==> src/rtl/spike_time_encoder.sv <==
// spike_time_encoder: binary value vector -> race-logic spike times.
// Also frames gamma cycles with start and local-reset pulses.
//
// Ports:
//   aclk, grst_n   clock, async active-low reset
//   in_valid/ready one-entry staging buffer handshake
//   in_data        channel i value in [i*VAL_W +: VAL_W]
//   in_null        1 = channel i never spikes
//   spike          per-channel temporal outputs
//   gamma_start    slot t=0 of an active gamma cycle
//   gamma_rst      slot t=G-1, drives downstream latch reset
//   busy           high in every RUN slot
module spike_time_encoder #(
  parameter int N_CH = 4,
  parameter int GAMMA_CYCLE_WIDTH = 16,
  parameter int PULSE_WIDTH = 8,
  localparam int VAL_W = $clog2(GAMMA_CYCLE_WIDTH)
) (
  input  logic                   aclk,
  input  logic                   grst_n,
  input  logic                   in_valid,
  output logic                   in_ready,
  input  logic [N_CH*VAL_W-1:0]  in_data,
  input  logic [N_CH-1:0]        in_null,
  output logic [N_CH-1:0]        spike,
  output logic                   gamma_start,
  output logic                   gamma_rst,
  output logic                   busy
);

  typedef enum logic {
    IDLE,
    RUN
  } state_t;

  localparam logic [VAL_W-1:0] T_LAST =
    VAL_W'(GAMMA_CYCLE_WIDTH - 1);

  state_t                state;
  state_t                state_nxt;
  logic [VAL_W-1:0]      t_q;
  logic [VAL_W-1:0]      t_nxt;
  logic                  stage_full;
  logic                  stage_full_nxt;
  logic [N_CH*VAL_W-1:0] stage_data;
  logic [N_CH-1:0]       stage_null;
  logic [N_CH*VAL_W-1:0] act_data;
  logic [N_CH*VAL_W-1:0] act_data_nxt;
  logic [N_CH-1:0]       act_null;
  logic [N_CH-1:0]       act_null_nxt;
  logic [N_CH-1:0]       spike_nxt;
  logic                  take;
  logic                  load;
  logic                  run_nxt;

  // in_ready is registered from ~stage_full, so a load and a new
  // transfer can never share an edge: no bypass path exists.
  assign take = in_valid && in_ready;

  // Gamma boundary: idle, or last slot of a running cycle.
  assign load = stage_full &&
                ((state == IDLE) || (t_q == T_LAST));

  always_comb begin
    state_nxt      = state;
    t_nxt          = t_q;
    stage_full_nxt = stage_full;
    act_data_nxt   = act_data;
    act_null_nxt   = act_null;
    if (load) begin
      state_nxt      = RUN;
      t_nxt          = '0;
      stage_full_nxt = 1'b0;
      act_data_nxt   = stage_data;
      act_null_nxt   = stage_null;
    end else if (state == RUN && t_q != T_LAST) begin
      t_nxt = t_q + VAL_W'(1);
    end else begin
      state_nxt = IDLE;
      t_nxt     = '0;
    end
    if (take) begin
      stage_full_nxt = 1'b1;
    end
  end

  assign run_nxt = (state_nxt == RUN);

  // Outputs are registered from next-slot values so that each
  // output cycle lines up with the counter value it belongs to.
  for (genvar i = 0; i < N_CH; i++) begin : g_ch
    logic [VAL_W-1:0] v;
    logic             v_ok;
    logic             past;
    logic             in_win;

    assign v = act_data_nxt[i*VAL_W +: VAL_W];

    // Values beyond the gamma length can only arise for
    // non-power-of-2 G; they mean "never fires".
    assign v_ok = !act_null_nxt[i] &&
                  (int'(v) < GAMMA_CYCLE_WIDTH);

    assign past = (t_nxt >= v);

    // t never exceeds G-1, so pulses truncate at gamma end.
    assign in_win = (PULSE_WIDTH == 0) ||
                    ((int'(t_nxt) - int'(v)) < PULSE_WIDTH);

    assign spike_nxt[i] = run_nxt && v_ok && past && in_win;
  end

  always_ff @(posedge aclk or negedge grst_n) begin
    if (!grst_n) begin
      state       <= IDLE;
      t_q         <= '0;
      stage_full  <= 1'b0;
      stage_data  <= '0;
      stage_null  <= '0;
      act_data    <= '0;
      act_null    <= '0;
      in_ready    <= 1'b1;
      spike       <= '0;
      gamma_start <= 1'b0;
      gamma_rst   <= 1'b0;
      busy        <= 1'b0;
    end else begin
      state      <= state_nxt;
      t_q        <= t_nxt;
      stage_full <= stage_full_nxt;
      if (take) begin
        stage_data <= in_data;
        stage_null <= in_null;
      end
      act_data    <= act_data_nxt;
      act_null    <= act_null_nxt;
      in_ready    <= !stage_full_nxt;
      spike       <= spike_nxt;
      gamma_start <= run_nxt && (t_nxt == '0);
      gamma_rst   <= run_nxt && (t_nxt == T_LAST);
      busy        <= run_nxt;
    end
  end

endmodule
==> config.mk <==
export PLATFORM = sky130hd
export DESIGN_NAME = spike_time_encoder
export DESIGN_NICKNAME = d
export VERILOG_FILES = /design/src/rtl/spike_time_encoder.sv
export SDC_FILE = /design/constraint.sdc
export NUM_CORES = 1
export LEC_CHECK = 0
export BUFFER_PORTS_ARGS = -buffer_cell sky130_fd_sc_hd__buf_2
export CAP_MARGIN = 10
export CORE_ASPECT_RATIO = 1.1
export CORE_MARGIN = 3
export CORE_UTILIZATION = 58
export CTS_BUF_LIST = sky130_fd_sc_hd__clkbuf_16
export CTS_CLUSTER_DIAMETER = 200
export DETAILED_ROUTE_END_ITERATION = 16
export PLACE_DENSITY = 0.78
export SLEW_MARGIN = 15
export SYNTH_ARGS = -nofsm -noshare
export SYNTH_HDL_FRONTEND = slang
export SYNTH_SLANG_ARGS = --single-unit
export TNS_END_PERCENT = 100
==> constraint.sdc <==
create_clock -name aclk -period 3.4 [get_ports aclk]
set_clock_uncertainty 0.2 [all_clocks]
set_input_delay 0.68 -clock aclk [delete_from_list [all_inputs] [get_ports aclk]]
set_output_delay 0.68 -clock aclk [all_outputs]
set_load 0.01 [all_outputs]
==> summary.md <==
| Metric | Value |
|---|---|
| Synth area leader | dfrtp_1 |
| Ys flop type | dfrtp_1 |
| Fin area | roughly 3000 um2 |
| Final Max Tran Viols | 0 |
| Leak | between 1 and 1.5 nW |
| Via density | ~5.6 |
| Syn. warnings | 0 |
| Status | finished, final reports clean |
| Post-Syn Area | 2694 um2 |
| Drt drc | 0 |
| DIE AREA | between 5000 and 6000 um2 |
| Root Buffer | clkbuf_16 |
| Post-synth EDFFs | 0 |
| Final core occ | between 60% and 70% |
| Slowest CP cell | and2_4 |
| Largest net degree at the start of global routing | 28 |
| Fin Hold WS | 182.2 ps |
| Post-synth ARST share | 100.0% |
| Pwr/cell area | about 1100 nW/um2 |
| GRT Overall Usage | a little under a fifth |
| Max Cap Viol | 0 |
| First-pass DRT Iterations | 4 |
| Worst Setup Slack, final | ~360 ps |
| Final wirelength | 4677 um |
| Synth top area cells | dfrtp_1, mux2_4, mux2_2, ha_1, mux2i_1 |
| Relative slew slack | between 50 and 60% |
| Max clock buf depth | 2 |
| Total number of vias | roughly 1600 |
| Pre-CTS WS | 368.3 ps |
| Initial antenna violation count | 0 |
| Core box area | 4379 um2 |
| Post-cts sizing count | 0 |
| Share of cells above drive strength 1 | 34.75% |
| Seq/Total Area, Yosys | between 40% and 50% |
| Nature of the critical path endpoint | flop |
| Final setup viols | 0 |
| Placed instance area | 2858 um2 |
| # diodes | 0 |
| Post-route ant nets | 0 |
| Postcts setup bufs | 0 |
| CP peak stage delay | around 440 ps |
| # clock sinks | 53 |
| Post-route clock period utilization | between 80% and 90% |
| Delay-heaviest family, CP | simple AND/OR/NAND/NOR gates |
| VDD IR-drop max | 527.5 uV |
| RePlAce Congestion | ~0.76 |
| Crit path DAT | roughly 3100 ps |
| I/O Buffers | 30 |
| TritonCTS buffer count | 5 |
| Wire per inst | 16.13 um |
| Least-Margin Pin Slew | just over 600 ps |
| Crit path cell chain | ha_1 -> nand3_2 -> nand2_4 -> and2_4 -> buf_4 -> mux2i_1 -> ha_1 -> o21ai_0 -> nor4bb_1 -> o32a_1 |
| Tot Pwr | 3.219 mW |
| Initial Utilization | 61.51% |
| Hold Fails Final Rpt | 0 |
| # fillers | 342 |
| Non-Filler Instances | 290 |
| Post-synth top area share | about 48% |
| Synth top cells by count | dfrtp_1, mux2_2, mux2_4 |
| Die height | 77.48 um |
| Clock slew at reported path FFs | 70 ps |
| Syn-to-layout area delta | 11.15% |
| Syn Nets | 242 |
| HP Class | input port to asynchronous set/reset pin |
| Crit-path most repeated cell | ha_1 |
| Die width | just over 70 um |
| CP max FO | 24 |
| Worst-Skew Late Latency | 290 ps |
| Row cnt | 25 |
| Final Net Count | 275 |
| RSZ-0062 raised after global routing | false |
| Vias in the first global route | 1729 |
| Post-synthesis register bit count | 53 |
| Syn Inst Count | about 200 |
| Setup TNS | 0 ps |
| First-pass GRT wire length | 8079 um |
| Most frequent cell after synthesis | dfrtp_1 |
| Worst setup SP type | flop |
| CP required | 3420 ps |
| Critical path class | flop to flop |
| Detailed Route Iter0 Violations | between 60 and 70 |
| Placed cells | 282 |
| Yosys cell types | 29 |
| GRT overflow | 0 |
| CTS tree | done |
| Fmax | about 330 MHz |
| Dpl hpwl | between 3000 and 4000 um |
| Fin crit period | a little over 3000 ps |
| Avg Inst Size Synth | 13.34 um2 |
| H-tree levels | 2 |
| I/O pins | 31 |
| Crit path buf inv count | 1 |
| # hold bufs at CTS | 0 |
==> cell type report <==
type                            count  area (um2)  share of cell area, %
Timing Repair Buffer               33       172.7                  5.767
Inverter                            2       7.507                 0.2507
Sequential cell                    53        1328                  44.34
Tap cell                           54       67.56                  2.257
Clock buffer                        5       125.1                  4.179
Clock inverter                      3       11.26                 0.3761
Multi-Input combinational cell    140        1282                  42.83
==> per-layer routing <==
layer	vias up	share of wire (%)	GRT usage (%)
met5	-	0	0
met4	0	2.6	8.083
met3	13	3.8	4.922
met2	30	50	31.73
met1	799	44	23.49
li1	795	-	-
==> report_power, final <==
group | internal, mW | switching [mW] | total [mW] | leakage, nW
sequential | 0.942 | 0.191 | 1.13 | 0.633
clock | 0.265 | 0.214 | 0.480 | 0.0738
combinational | 0.867 | 0.740 | 1.61 | 0.676
total | 2.07 | 1.15 | 3.22 | 1.38
==> flip-flops by register name, indices dropped and copies added (netlist names) <==
| signal | flops |
|---|---|
| act_data | 16 |
| act_null | 4 |
| gamma_rst | 1 |
| gamma_start | 1 |
| in_ready | 1 |
| spike | 4 |
| stage_data | 16 |
| stage_full | 1 |
| stage_null | 4 |
| state | 1 |
| t_q | 4 |
==> final timing paths <==
path                                        from                     to  slack, ps  depth (start not counted)
min in group aclk          act_data[8]$_DFF_PN0_  act_data[8]$_DFF_PN0_        300                          1
min                                       grst_n       t_q[1]$_DFF_PN0_        180                          1
min reg2reg                act_data[8]$_DFF_PN0_  act_data[8]$_DFF_PN0_        300                          1
max in group asynchronous                 grst_n  act_data[9]$_DFF_PN0_       2040                          2
max                             t_q[0]$_DFF_PN0_     spike[0]$_DFF_PN0_        360                         10
max reg2reg                     t_q[0]$_DFF_PN0_     spike[0]$_DFF_PN0_        360                         10
==> logic make-up after synthesis <==
group           count (synthesis)  share of synthesized area, %
compound gates                 17                         3.902
flops                          53                         49.28
simple gates                   52                         11.47
fa+ha+maj                      17                         7.896
xor+xnor                        2                        0.6504
mux                            52                         23.69
buf+inv                         9                         3.112
==> layout by cell type (no fill, tap or decap), types with 3 or more instances in the layout <==
cell type   n
a21oi_1     4
and3_1      4
buf_2      30
buf_4       3
clkbuf_16   5
dfrtp_1    52
ha_1       17
inv_1       4
mux2_2     22
mux2_4     18
mux2i_1    12
nand2_1    13
nand2b_1    5
nor2_1      8
nor2b_1     4
nor3b_1     4
nor4bb_1    6
o21ai_0     9
o32a_1      4
==> worst reg2reg max path: stages (launching register included) <==
cell	delay, ps
dfrtp_1	400
ha_1	210
nand3_2	130
nand2_4	130
and2_4	440
buf_4	290
mux2i_1	250
ha_1	270
o21ai_0	90
nor4bb_1	330
o32a_1	220
(Power assumes the default switching activity.)
